<file path="src/rtl/msg_pkg.sv">
// msg_pkg: message table and shared types for the seven-segment message scroller
package msg_pkg;
    localparam int MSG_MAX = 8;
    localparam int BLANK_CODE = 31;
    localparam int LEN_W = $clog2(MSG_MAX + 1);

    typedef struct packed {
        logic [LEN_W-1:0] len;
        logic [MSG_MAX-1:0][7:0] codes;
    } msg_t;

    function automatic msg_t mk(input int l, input int c0, input int c1, input int c2,
                                input int c3, input int c4, input int c5);
        msg_t m;
        m = '0;
        m.len = LEN_W'(l);
        m.codes[0] = 8'(c0);
        m.codes[1] = 8'(c1);
        m.codes[2] = 8'(c2);
        m.codes[3] = 8'(c3);
        m.codes[4] = 8'(c4);
        m.codes[5] = 8'(c5);
        return m;
    endfunction

    localparam msg_t MSG_TABLE [16] = '{
        6:       mk(4, 16, 14, 18, 20, 0, 0),
        8:       mk(4, 31, 12, 18, 10, 0, 0),
        9:       mk(4, 31, 10, 0, 0, 0, 0),
        10:      mk(4, 31, 5, 24, 11, 0, 0),
        11:      mk(4, 31, 0, 0, 23, 0, 0),
        12:      mk(4, 31, 0, 1, 24, 0, 0),
        13:      mk(4, 23, 14, 5, 23, 0, 0),
        14:      mk(6, 23, 14, 5, 23, 16, 14),
        default: mk(0, 0, 0, 0, 0, 0, 0)
    };
endpackage

</file>
<file path="src/rtl/scroll_tick.sv">
// scroll_tick: scroll-rate prescaler with freeze and synchronous clear, one-cycle tick out
module scroll_tick #(
    parameter int TICK_DIV = 25_000_000
) (
    input  logic clk,
    input  logic rst,
    input  logic clr,
    input  logic hold,
    output logic tick
);
    localparam int CW = $clog2(TICK_DIV);

    logic [CW-1:0] cnt;

    assign tick = !hold && cnt == CW'(TICK_DIV - 1);

    // count 0..TICK_DIV-1, frozen while hold, restarted by reset or a message change
    always_ff @(posedge clk) begin
        if (rst || clr)
            cnt <= '0;
        else if (!hold)
            cnt <= tick ? '0 : cnt + 1'b1;
    end
endmodule

</file>
<file path="src/rtl/msg_scroller.sv">
// msg_scroller: maps UI state to a static or cyclically scrolling glyph message
module msg_scroller
    import msg_pkg::*;
#(
    parameter int DIGITS   = 4,
    parameter int CODE_W   = 5,
    parameter int MSG_MAX  = 8,
    parameter int GAP      = 2,
    parameter int TICK_DIV = 25_000_000,
    parameter int BLANK    = 31
) (
    input  logic                       clk,
    input  logic                       rst,
    input  logic [3:0]                 state,
    input  logic                       hold,
    output logic [DIGITS*CODE_W-1:0]   out,
    output logic                       scrolling
);
    localparam int IW = $clog2(MSG_MAX + GAP + DIGITS) + 1;
    localparam int PKG_MAX = msg_pkg::MSG_MAX;
    localparam logic [CODE_W-1:0] BLANK_G = CODE_W'(BLANK);

    if (TICK_DIV < 2) begin : g_div_chk
        $error("TICK_DIV must be at least 2");
    end
    if (MSG_MAX > PKG_MAX) begin : g_max_chk
        $error("MSG_MAX exceeds the package table capacity");
    end
    for (genvar s = 0; s < 16; s++) begin : g_tab
        for (genvar k = 0; k < PKG_MAX; k++) begin : g_code
            if (k < int'(MSG_TABLE[s].len) && int'(MSG_TABLE[s].codes[k]) >= (1 << CODE_W)) begin : g_bad
                $error("message table code does not fit CODE_W");
            end
        end
    end

    logic [3:0]               state_q;
    logic [IW-1:0]            p;
    logic [IW-1:0]            len_w;
    logic [IW-1:0]            s_len;
    logic                     changed;
    logic                     scroll;
    logic                     tick;
    logic [DIGITS*CODE_W-1:0] nxt;
    logic [IW-1:0]            raw;
    logic [IW-1:0]            idx;
    logic [CODE_W-1:0]        g;

    assign changed = state != state_q;
    assign len_w   = IW'(MSG_TABLE[state_q].len);
    assign s_len   = len_w + IW'(GAP);
    assign scroll  = len_w > IW'(DIGITS);

    scroll_tick #(.TICK_DIV(TICK_DIV)) u_tick (
        .clk  (clk),
        .rst  (rst),
        .clr  (changed),
        .hold (hold),
        .tick (tick)
    );

    // window mux: digit i shows stream position p+i, wrapped once past the stream end
    always_comb begin
        nxt = '0;
        raw = '0;
        idx = '0;
        g = '0;
        for (int i = 0; i < DIGITS; i++) begin
            raw = p + IW'(i);
            idx = (scroll && raw >= s_len) ? raw - s_len : raw;
            g = BLANK_G;
            for (int k = 0; k < PKG_MAX; k++)
                if (idx == IW'(k) && idx < len_w) g = MSG_TABLE[state_q].codes[k][CODE_W-1:0];
            nxt[(DIGITS-1-i)*CODE_W +: CODE_W] = (len_w == '0) ? '0 : g;
        end
    end

    // state latch, position counter and registered outputs; a state change beats a tick
    always_ff @(posedge clk) begin
        if (rst) begin
            state_q   <= '0;
            p         <= '0;
            out       <= '0;
            scrolling <= 1'b0;
        end else begin
            state_q   <= state;
            out       <= nxt;
            scrolling <= scroll;
            if (changed)
                p <= '0;
            else if (tick && scroll)
                p <= (p == s_len - 1'b1) ? '0 : p + 1'b1;
        end
    end
endmodule

</file>
<file path="config.mk">
export PLATFORM = sky130hd
export DESIGN_NAME = msg_scroller
export DESIGN_NICKNAME = d
export VERILOG_FILES = /design/src/rtl/msg_pkg.sv /design/src/rtl/scroll_tick.sv /design/src/rtl/msg_scroller.sv
export SDC_FILE = /design/constraint.sdc
export NUM_CORES = 1
export LEC_CHECK = 0
export ABC_AREA = 1
export ABC_CLOCK_PERIOD_IN_PS = 5200
export BUFFER_PORTS_ARGS = -buffer_cell sky130_fd_sc_hd__buf_2
export CAP_MARGIN = 20
export CELL_PAD_IN_SITES_DETAIL_PLACEMENT = 1
export CELL_PAD_IN_SITES_GLOBAL_PLACEMENT = 2
export CORE_ASPECT_RATIO = 0.9
export CORE_UTILIZATION = 30
export CTS_CLUSTER_SIZE = 24
export DETAILED_ROUTE_END_ITERATION = 10
export GPL_ROUTABILITY_DRIVEN = 0
export GPL_TIMING_DRIVEN = 0
export HOLD_SLACK_MARGIN = 0.12
export PLACE_DENSITY_LB_ADDON = 0.1
export RECOVER_POWER = 100
export REMOVE_ABC_BUFFERS = 1
export SLEW_MARGIN = 0
export SYNTH_ARGS = -nofsm -noshare
export SYNTH_HDL_FRONTEND = slang
export SYNTH_SLANG_ARGS = --single-unit
</file>
<file path="constraint.sdc">
create_clock -name clk -period 5.2 [get_ports clk]
set_clock_uncertainty 0.1 [all_clocks]
set_input_delay 0.26 -clock clk [delete_from_list [all_inputs] [get_ports clk]]
set_output_delay 0.26 -clock clk [all_outputs]
set_load 0.02 [all_outputs]
</file>
==> results.tsv, run 1 <==
stage	metric	value	unit
worst_setup_path	Setup crit end kind	register	
global_route	initial antenna violation count	0	
global_route	pin count of the biggest net entering global routing	20	
timing	actual slew at the worst max-slew pin	812	ps
die	Initial Utilization	31.1	%
clock_tree	CTS buffer count	5	
die	DIE WIDTH	136	microns
clock_tree	H-Tree Depth	2	
global_route	first-pass GRT wire length	25.4	mm
placed_design	placed wire-length estimate	12.1	mm
die	Die H	123	microns
logic_synthesis	Distinct cells, synth	47	
global_route	gr ovfl total	0	
die	Core Rows	43	
timing	Final Hold Fails	0	
power	PD cells	185	mW/mm^2
drt	vias per cell	4.90	
worst_setup_path	element type at the critical path start	register	
placed_design	placed cell count	958	
drt	Post-DRT Antenna Nets	0	
timing	final setup vio count	0	
final_layout	filler instances	2081	
global_route	Total GRT Usage	19.5	%
final_layout	layout cell share with drive strength beyond 1	10.7	%
worst_setup_path	Setup CP Type	register to register	
global_route	number of global-route vias before repair	4902	
power	Lkg Pwr	0.00227	uW
logic_synthesis	area of the mapped netlist	0.00487	sq mm
timing	Final min period	4780	ps
logic_synthesis	Mapped Cells	741	
timing	worst rel slew slack	45.3	%
clock_tree	Clock Path Buffers	2	
drt	via count	4785	
min_path	worst hold path type	input port to register	
logic_synthesis	Syn Area/Cell	6.57	sq um
clock_tree	clk root buf	clkbuf_16	
final_layout	final net count	817	
drt	initial DRC count	211	
worst_setup_path	arrival time at the worst endpoint	4860	ps
clock_tree	Num Clock Sinks	55	
final_layout	# diodes	0	
placed_design	PortBufs	27	
clock_tree	Clock Latency Late Sink	310	ps
drt	Routed WL	15.2	mm
clock_tree	Worst-path clk slew	80	ps
power	final total power	1000	uW
drt	wire per inst	15.5	microns
logic_synthesis	synthesized flop and latch total	55	
power	worst vdd ir	113	uV
final_layout	Layout Area Growth over Synthesis	11.2	%
drt	drt pass-1 iters	4	
job	maxcap violations	0	
timing	Pins Over Slew Limit	0	
die	Die Area	0.0167	sq mm
timing	RSZ-0062 raised after global routing	no	
timing	ratio of final minimum period to clock period	91.9	%
clock_tree	CTS tree	done	
worst_setup_path	required time worst endpoint	5290	ps
logic_synthesis	sequential cell area fraction in the yosys report	22.6	%
worst_setup_path	peak fanout along the critical path	16	
logic_synthesis	Synth warnings	0	
die	CORE AREA	0.0157	sq mm
die	I/O pin count	28	
final_layout	Non-Filler Instances	977	
timing	Fmax	0.209	GHz
drt	Remaining DRCs	0	
outcome	status	complete, no violations	
layer usage:
layer | global-route usage (%) | vias to the layer above | routed length (microns)
li1 | - | 2495 | -
met1 | 25.7 | 2241 | 7720
met2 | 33.2 | 37 | 6980
met3 | 2.64 | 12 | 275
met4 | 4.72 | 0 | 180
met5 | 0 | - | 0
report_power, final:
group | total [uW] | internal [uW] | switching [uW]
Combinational | 173 | 56.5 | 117
Clock | 390 | 226 | 164
Sequential | 439 | 433 | 5.52
Total | 1000 | 715 | 286
state kept, by name (all words and copies together), names as in the netlist:
signal      count
u_tick.cnt     25
state_q         4
p               5
out            20
scrolling       1
cell usage in the layout (no fill, tap or decap), types with 3 or more instances in the layout:
cell type	synthesis	final
o21ai_0	35	37
clkinv_1	3	3
o211ai_1	8	8
nand2_4	9	8
o21ai_1	16	16
nor2_1	80	79
nand2_2	15	12
nand2_1	140	144
buf_4	3	3
nor4_1	3	3
nand4_1	29	29
xnor2_1	4	4
nand3b_1	3	3
buf_2	4	5
inv_1	105	106
o221a_2	3	3
nand3_4	5	5
inv_2	15	14
xor2_1	7	7
nor2_4	5	6
ha_1	33	32
clkbuf_16	0	5
a211oi_1	6	6
nor3_1	9	9
dlygate4sd3_1	0	9
nor2_2	3	3
nand3_1	57	59
nand3_2	9	7
a21oi_1	45	45
o22ai_1	3	3
clkbuf_1	2	23
dfxtp_1	55	55
worst max-delay path, cell delays in order, from the launching register on:
cell	delay, ps
dfxtp_1	420
inv_1	120
ha_1	250
nand2_1	210
nor2_2	110
nor2_4	260
inv_2	100
ha_4	240
inv_1	330
ha_1	350
a21oi_1	160
nand2_1	100
nand2_4	110
nand2_1	60
o21ai_1	170
ha_1	290
a21oi_1	150
nand2_1	140
nor2_8	260
nand3_1	300
o21ai_0	250
inv_1	60
nand2_1	70
a21oi_1	60
cell families (layout without fill, tap and decap cells):
logic type	count (synthesis)	count (layout)	synth area share (%)
buffers and inverters	138	172	11.5
XOR/XNOR	12	12	2.31
flip-flops	55	55	22.6
AND/OR/NAND/NOR	374	374	39.0
adder cells (fa/ha/maj)	35	35	9.31
AO/OA/AOI/OAI	127	127	15.2
per-stage QoR:
step                      TNS, ps  hold slack, ps  worst slack [ps]  instance area, sq um  utilization, %
after floorplan                 0             231               934                  4780               -
after global placement      -5200             357              -527                  5170            33.0
after detailed placement    -2190             392              -346                  5180            33.1
after CTS                       0             175               169                  5430            34.7
after global routing            0             208              45.0                  5410            34.6
final                           0             182               423                  5410            34.6
cell type report:
type / count / area (sq um) / share of cell area (%)
clock buffer: 6 / 129 / 2.38
clock inverter: 1 / 30.0 / 0.555
inverter: 125 / 474 / 8.77
multi-input combinational: 548 / 3190 / 59.0
sequential: 55 / 1100 / 20.4
tap: 202 / 253 / 4.67
timing repair buffer: 40 / 231 / 4.28
worst paths after layout:
path	startpoint	endpoint	slack, ps	depth (start not counted)
worst min-delay path	hold	u_tick.cnt[0]	180	2
worst min register to register	u_tick.cnt[13]	u_tick.cnt[13]	400	2
worst max register to register	state_q[0]	out[13]	420	23
worst max-delay path	state_q[0]	out[13]	420	23
timing repair:
action / CTS / global route
gates resized for setup: 2 / 3
hold endpoints to repair: 5 / 0
hold buffers: 9 / 0
pin swaps: 0 / 1
buffers inserted: 0 / 3
endpoints found under the setup margin: 10 / 5
cells in the mapped netlist, drive strengths merged:
cell type	n	share of area, %
a2bb2oi	1	0.18
buf	11	1.6
xor2	8	1.6
a211oi	6	0.93
nand3	71	9.5
nand4	29	3.7
clkinv	3	0.23
xnor2	4	0.72
a21oi	47	5.0
dfxtp	55	23
o221a	3	0.69
o31ai	1	0.15
or2	2	0.26
and3	1	0.13
o22ai	3	0.39
clkbuf	2	0.15
nor4	3	0.39
nor2	90	8.5
fa	2	0.82
ha	33	8.5
nor3	9	0.93
o211ai	8	1.2
inv	122	9.5
nand3b	3	0.46
a221oi	1	0.18
nand2	164	15
a22oi	1	0.15
o21a	1	0.15
o21ai	55	6.1
nor3b	2	0.31
No activity file was read; power rests on OpenSTA's default activity.
==> inputs of run 2 (changes only) <==
--- a/config.mk
+++ b/config.mk
@@ -5,7 +5,6 @@
 export SDC_FILE = /design/constraint.sdc
 export NUM_CORES = 1
 export LEC_CHECK = 0
-export ABC_AREA = 1
 export ABC_CLOCK_PERIOD_IN_PS = 5200
 export BUFFER_PORTS_ARGS = -buffer_cell sky130_fd_sc_hd__buf_2
 export CAP_MARGIN = 20
==> run 2 against run 1 <==
Net effect:
- largest cell class unchanged
- cell count shrank 26%
- non-clock buffer count grew 1
- worst hold slack improved by 22 ps
- clock power is 7.9% lower
- sequential power about the same
- core utilization increased by 0.51 points
- highest routed layer unchanged
- largest power group unchanged
==> results.tsv, run 2 <==
stage	metric	value	unit	change
die	Core Rows	40		-7.0%
worst_setup_path	Crit-path slowest cell	dfxtp_1		
placed_design	PortBufs	27		unchanged
final_layout	# diodes	0		unchanged
worst_setup_path	peak fanout along the critical path	18		+2
logic_synthesis	most frequent cells after synthesis	58 x nor2_1, 55 x dfxtp_1, 49 x nand2_1, 40 x a21oi_1, 33 x ha_1		
final_layout	most common cell after layout, fill and taps aside	nor2_1		
global_route	pin count of the biggest net entering global routing	32		+60%
logic_synthesis	Mapped Cells	539		-27%
drt	Post-DRT Antenna Nets	0		unchanged
final_layout	Layout Area Growth over Synthesis	12.9	%	
logic_synthesis	Synth warnings	0		unchanged
logic_synthesis	count leader, synth	nor2_1		
drt	initial DRC count	119		-44%
drt	vias per cell	5.40		+10%
placed_design	placed wire-length estimate	9.54	mm	-21%
logic_synthesis	post-synthesis xor/xnor area fraction	9.19	%	+6.9 points
timing	Final Hold Fails	0		unchanged
worst_setup_path	Setup CP Type	register to register		
power	worst vdd ir	123	uV	+8.7%
worst_setup_path	required time worst endpoint	5290	ps	about the same
logic_synthesis	ys async rst share	0	%	unchanged
final_layout	layout cell share with drive strength beyond 1	7.73	%	-3.0 points
die	I/O pin count	28		unchanged
logic_synthesis	post-synth top area share	26.3	%	+3.7 points
clock_tree	H-Tree Depth	2		unchanged
logic_synthesis	Distinct cells, synth	68		+45%
drt	drt pass-1 iters	4		unchanged
logic_synthesis	sequential cell area fraction in the yosys report	26.3	%	+3.7 points
worst_setup_path	r2r setup slk	400	ps	-30 ps
final_layout	Finished Cell Area	0.00472	sq mm	-13%
logic_synthesis	Compound-Gate Fraction of Synth Area	22.2	%	+7.1 points
job	maxcap violations	0		unchanged
timing	Pins Over Slew Limit	0		unchanged
drt	via count	3911		-18%
timing	Fmax	0.208	GHz	-0.58%
timing	final setup vio count	0		unchanged
final_layout	highest-count cells in the layout ignoring fill and taps	57 x nor2_1, 54 x dfxtp_1, 49 x nand2_1, 39 x a21oi_1, 31 x ha_1		
logic_synthesis	Area contributors post-synth	dfxtp_1 26%, ha_1 9.9%, nor2_1 5.2%		
logic_synthesis	Post-Synth Adder-Cell Area	11.1	%	+1.8 points
clock_tree	Clock Latency Late Sink	320	ps	about the same
timing	worst rel slew slack	12.7	%	-33 points
worst_setup_path	Setup crit end kind	register		
clock_tree	CTS tree	done		
final_layout	Top reg by flops	u_tick.cnt		
drt	Remaining DRCs	0		unchanged
power	final total power	908	uW	-9.4%
placed_design	placed cell areas	0.00442	sq mm	-15%
final_layout	final net count	597		-27%
logic_synthesis	area of the mapped netlist	0.00418	sq mm	-14%
drt	wire per inst	17.8	microns	+14%
logic_synthesis	Synth area leader	dfxtp_1		
final_layout	Regs by FF count	u_tick.cnt: 25 flops, out: 20 flops, p: 5 flops		
global_route	Total GRT Usage	19.2	%	-0.29 points
global_route	number of global-route vias before repair	4000		-18%
outcome	status	complete, no violations		
logic_synthesis	number of flops mapped to enable cells by yosys	0		unchanged
min_path	worst hold path type	input port to register		
clock_tree	Clock Path Buffers	2		unchanged
logic_synthesis	main combinational cell family by area after synthesis	simple AND/OR/NAND/NOR gates		
die	Initial Utilization	31.1	%	-0.037 points
power	Lkg Pwr	0.00170	uW	-25%
clock_tree	Worst-path clk slew	70	ps	about the same
die	CORE AREA	0.0135	sq mm	-14%
worst_setup_path	crit-path cells	a21boi_2 > nor2_4 > inv_1 > ha_4 > inv_1 > ha_1 > a21boi_0 > or3b_1 > nand2_1 > mux2_2 > inv_1 > ha_1 > a21oi_1 > o2111ai_1 > a21oi_2 > a21oi_1		
worst_setup_path	Crit path largest cell delay	710	ps	+290 ps
worst_setup_path	cell family with most CP delay	compound AO/OA/AOI/OAI gates		
timing	actual slew at the worst max-slew pin	1310	ps	+498 ps
final_layout	Largest register FFs	25		unchanged
global_route	gr ovfl total	0		unchanged
die	DIE WIDTH	126	microns	-7.2%
worst_setup_path	arrival time at the worst endpoint	4890	ps	+30 ps
power	PD cells	192	mW/mm^2	+3.9%
worst_setup_path	crit path buf inv count	3		-1
die	Die H	114	microns	-7.2%
logic_synthesis	Syn Area/Cell	7.76	sq um	+18%
logic_synthesis	ys flop type	dfxtp_1		
timing	Post-Route Setup TNS	0	ps	unchanged
timing	ratio of final minimum period to clock period	92.4	%	+0.53 points
die	Die Area	0.0144	sq mm	-14%
clock_tree	Num Clock Sinks	55		unchanged
logic_synthesis	Post-Synth Simple-Gate Area	24.8	%	-14 points
timing	RSZ-0062 raised after global routing	no		
final_layout	filler instances	1636		-21%
clock_tree	clk root buf	clkbuf_16		
worst_setup_path	element type at the critical path start	register		
logic_synthesis	mux contribution to synthesized area	1.26	%	+1.3 points
global_route	first-pass GRT wire length	21.5	mm	-15%
timing	Final min period	4800	ps	+27.8 ps
global_route	initial antenna violation count	0		unchanged
drt	Routed WL	12.9	mm	-15%
clock_tree	CTS buffer count	5		unchanged
worst_setup_path	most used cell, CP	inv_1		
logic_synthesis	synthesized flop and latch total	55		unchanged
run 2: cell types whose count changed after synthesis, moves of 17 or more:
cell / previous run / this run
xor2_1: 7 / 24
clkbuf_1: 2 / 25
nor2_1: 80 / 58
inv_1: 105 / 20
nand2_1: 140 / 49
nand4_1: 29 / 10
nand3_1: 57 / 27
run 2: final cells by class:
cell class	count	area [sq um]	area share (%)
multi-input cells	430	2900	61.4
flip-flops and latches	55	1100	23.4
repair buffers	41	280	5.94
well taps	168	210	4.45
clock buffers	5	125	2.65
inverters	22	83.8	1.78
clock inverters	3	22.5	0.477
run 2: worst reg2reg max path: stages (launching register included):
cell and delay, ps:
dfxtp_1 710, a21boi_2 500, nor2_4 130, inv_1 120, ha_4 260, inv_1 220, ha_1 390, a21boi_0 170
or3b_1 390, nand2_1 90, mux2_2 420, inv_1 200, ha_1 260, a21oi_1 120, o2111ai_1 210, a21oi_2 270
a21oi_1 110
run 2: routing by layer:
| metal | share of wire, % | vias up | GRT usage (%) |
|---|---|---|---|
| met5 | 0 | - | 0 |
| met4 | 1.3 | 0 | 4.82 |
| met3 | 2.6 | 9 | 3.56 |
| met2 | 45 | 29 | 31.3 |
| met1 | 51 | 1919 | 26.0 |
| li1 | - | 1954 | - |
run 2: cells by family after synthesis:
family	count (synthesis)
AOI/OAI and AO/OA	138
xor gates and xnor gates	43
adders and majority gates	36
buffers and inverters	54
and+or+nand+nor	208
DFF	55
muxes	5
run 2: where the power goes:
part | switching, uW | internal, uW
Clock | 178 | 181
Sequential | 8.09 | 431
Combinational | 68.9 | 41.2
run 2: metrics by stage:
stage | worst slack [ps] | cells | hold slack (ps) | util [%]
2_1_floorplan | 700 | 507 | 227 | -
3_3_place_gp | -905 | 702 | 393 | 32.6
3_5_place_dp | -1040 | 704 | 399 | 32.9
4_1_cts | 3.37 | 717 | 121 | 34.5
5_1_grt | 81.3 | 724 | 195 | 35.1
6_report | 396 | 724 | 205 | 35.1
run 2: path summary, 6_finish.rpt:
kind,from,endpoint,cells past startpoint
worst min register to register,u_tick.cnt[20],u_tick.cnt[20],2
worst max register to register,state_q[3],out[3],16
worst min-delay path,hold,u_tick.cnt[1],3
worst max-delay path,state_q[3],out[3],16
run 2: repair_timing:
action | 4_1_cts | 5_1_grt
hold buffers | 4 | 1
setup endpoints to repair | 15 | 8
setup buffers | 1 | 4
hold endpoints to repair | 4 | 1
pin swaps | 0 | 1
resized for setup | 7 | 4
==> inputs of run 3 (changes only) <==
--- a/config.mk
+++ b/config.mk
@@ -8,8 +8,6 @@
 export ABC_CLOCK_PERIOD_IN_PS = 5200
 export BUFFER_PORTS_ARGS = -buffer_cell sky130_fd_sc_hd__buf_2
 export CAP_MARGIN = 20
-export CELL_PAD_IN_SITES_DETAIL_PLACEMENT = 1
-export CELL_PAD_IN_SITES_GLOBAL_PLACEMENT = 2
 export CORE_ASPECT_RATIO = 0.9
 export CORE_UTILIZATION = 30
 export CTS_CLUSTER_SIZE = 24
@@ -17,7 +15,6 @@
 export GPL_ROUTABILITY_DRIVEN = 0
 export GPL_TIMING_DRIVEN = 0
 export HOLD_SLACK_MARGIN = 0.12
-export PLACE_DENSITY_LB_ADDON = 0.1
 export RECOVER_POWER = 100
 export REMOVE_ABC_BUFFERS = 1
 export SLEW_MARGIN = 0
==> run 3 against run 2 <==
Net effect:
- highest routed layer unchanged
- critical path type unchanged
- sequential power about the same
- worst hold slack got worse by 87 ps
- combinational power decreased by 6%
- register-to-register slack improved by 30 ps
- largest cell class unchanged
- maximum frequency increased by 0.68%
- first-iteration DRC count increased to 3.0 times the previous value
==> results.tsv, run 3 (synthesized netlist as in run 2, its figures left out) <==
stage	metric	value	unit	change
die	Die H	114	microns	unchanged
min_path	worst hold path type	input port to register		
global_route	Total GRT Usage	15.0	%	-4.1 points
clock_tree	clk root buf	clkbuf_16		
outcome	status	complete, no violations		
worst_setup_path	required time worst endpoint	5270	ps	-20 ps
final_layout	final net count	591		-1.0%
drt	Metal-1 WL	5.32	mm	-18%
clock_tree	CTS buffer count	5		unchanged
job	maxcap violations	0		unchanged
final_layout	filler instances	1411		-14%
clock_tree	H-Tree Depth	2		unchanged
timing	RSZ-0062 raised after global routing	no		
power	Lkg Pwr	0.00165	uW	-3.1%
power	worst vdd ir	145	uV	+18%
final_layout	layout cell share with drive strength beyond 1	6.00	%	-1.7 points
drt	drt pass-1 iters	5		+1
drt	vias per cell	5.46		+0.99%
final_layout	most common cell after layout, fill and taps aside	nor2_1		
die	DIE WIDTH	126	microns	unchanged
worst_setup_path	Setup CP Type	register to register		
drt	wire per inst	15.0	microns	-15%
global_route	number of global-route vias before repair	3603		-9.9%
drt	WL met3	538	microns	+64%
worst_setup_path	r2r setup slk	430	ps	+30 ps
timing	Fmax	0.210	GHz	+0.68%
placed_design	placed wire-length estimate	7.90	mm	-17%
final_layout	Finished Cell Area	0.00464	sq mm	-1.6%
final_layout	highest-count cells in the layout ignoring fill and taps	57 x nor2_1, 55 x dfxtp_1, 49 x nand2_1, 39 x a21oi_1, 32 x ha_1		
timing	Final min period	4770	ps	-32.4 ps
worst_setup_path	Setup crit end kind	register		
final_layout	Regs by FF count	u_tick.cnt: 25 flops, out: 20 flops, p: 5 flops		
final_layout	multi-input gate area in the final layout	0.00290	sq mm	about the same
die	I/O pin count	28		unchanged
die	Core Rows	40		unchanged
clock_tree	Worst-path clk slew	80	ps	about the same
timing	ratio of final minimum period to clock period	91.8	%	-0.62 points
timing	Hold Slack	118	ps	-86.6 ps
die	Die Area	0.0144	sq mm	unchanged
drt	Remaining DRCs	0		unchanged
final_layout	Largest register FFs	25		unchanged
drt	Routed WL	10.8	mm	-16%
drt	via count	3917		+0.15%
placed_design	PortBufs	27		unchanged
placed_design	placed cell areas	0.00439	sq mm	-0.68%
worst_setup_path	peak fanout along the critical path	15		-3
die	Initial Utilization	31.1	%	unchanged
timing	Pins Over Slew Limit	0		unchanged
global_route	gr ovfl total	0		unchanged
clock_tree	Clock Path Buffers	2		unchanged
final_layout	# diodes	0		unchanged
drt	Post-DRT Antenna Nets	0		unchanged
global_route	initial antenna violation count	0		unchanged
final_layout	FF/Latch Area	0.00110	sq mm	-0.11%
timing	final setup vio count	0		unchanged
drt	uppermost layer routed	met4		
global_route	pin count of the biggest net entering global routing	39		+22%
clock_tree	CTS tree	done		
timing	worst rel slew slack	18.0	%	+5.4 points
clock_tree	Clock Latency Late Sink	300	ps	-20 ps
power	PD cells	194	mW/mm^2	+0.97%
final_layout	Top reg by flops	u_tick.cnt		
worst_setup_path	Setup crit start	state_q[0]		
worst_setup_path	arrival time at the worst endpoint	4840	ps	-50 ps
drt	metal2 WL	4.90	mm	-16%
timing	Final Hold Fails	0		unchanged
worst_setup_path	element type at the critical path start	register		
timing	actual slew at the worst max-slew pin	1230	ps	-80.9 ps
worst_setup_path	Critical Path Sink	out[1]		
final_layout	Layout Area Growth over Synthesis	11.1	%	
clock_tree	Num Clock Sinks	55		unchanged
worst_setup_path	R2R Path End	out[1]		
worst_setup_path	worst r2r path cells	17		+1
die	CORE AREA	0.0135	sq mm	unchanged
global_route	first-pass GRT wire length	17.6	mm	-18%
worst_setup_path	reg2reg start	state_q[0]		
drt	initial DRC count	361		+200%
run 3: changes by cell type in the layout (fill, tap and decap cells not counted), moves of 2 or more:
cell           before  now
dlygate4sd3_1       5    3
clkinv_2            2    0
buf_4               5    3
clkbuf_1           22   25
clkinvlp_4          0    2
buf_2               5    2
run 3: worst min path at each step:
stage,startpoint,endpoint,slack (ps),depth (start not counted)
6_report,state[2],state_q[2],120,2
5_1_grt,state[2],state_q[2],120,2
4_1_cts,state[2],state_q[2],130,2
3_5_place_dp,u_tick.cnt[24],u_tick.cnt[24],410,2
3_3_place_gp,u_tick.cnt[20],u_tick.cnt[20],390,2
2_1_floorplan,rst,scrolling,230,1
run 3: report_power, final:
group	total [uW]	switching (uW)	leakage [uW]	internal, uW
logic	103	64.7	0.00113	38.4
clock network	360	175	0.0000723	184
registers	439	8.40	0.000447	431
run 3: layout make-up:
type	instances	area share, %
tap	168	4.53
clock inverter	3	0.593
timing repair buffer	35	4.28
clock buffer	5	2.69
multi-input combinational	430	62.3
sequential	55	23.7
inverter	22	1.86
run 3: layer usage:
layer | vias to the layer above | GRT usage, %
li1 | 1941 | -
met1 | 1865 | 21.2
met2 | 105 | 24.1
met3 | 6 | 2.72
met4 | 0 | 2.81
met5 | - | 0
run 3: worst max-delay path, cell delays in order (launching register included):
cell,delay (ps)
dfxtp_1,390
inv_1,110
ha_1,420
nand3_2,290
clkinvlp_4,300
ha_4,290
inv_1,250
ha_1,400
a21boi_0,170
or3b_1,390
nand2_1,90
mux2_1,420
inv_1,170
ha_1,250
a21oi_1,130
o2111ai_1,180
a21oi_2,200
a21oi_1,90
run 3: metrics by stage:
stage	utilization, %	power (uW)	setup TNS (ps)	worst slack, ps	std cells
finish	34.5	902	0	428	718
global route	34.5	941	0	109	718
CTS	34.1	908	0	70.1	714
detailed placement	32.6	548	-3560	-502	702
global placement	32.6	545	-1940	-351	702
floorplan	-	516	0	700	507
run 3: timing repair:
action                     in CTS  in global routing
hold buffers                    3                  0
hold endpoints to repair        3                  0
pin swaps                       0                  1
setup endpoints to repair      14                 13
gates resized for setup         4                  6
setup buffers                   1                  2
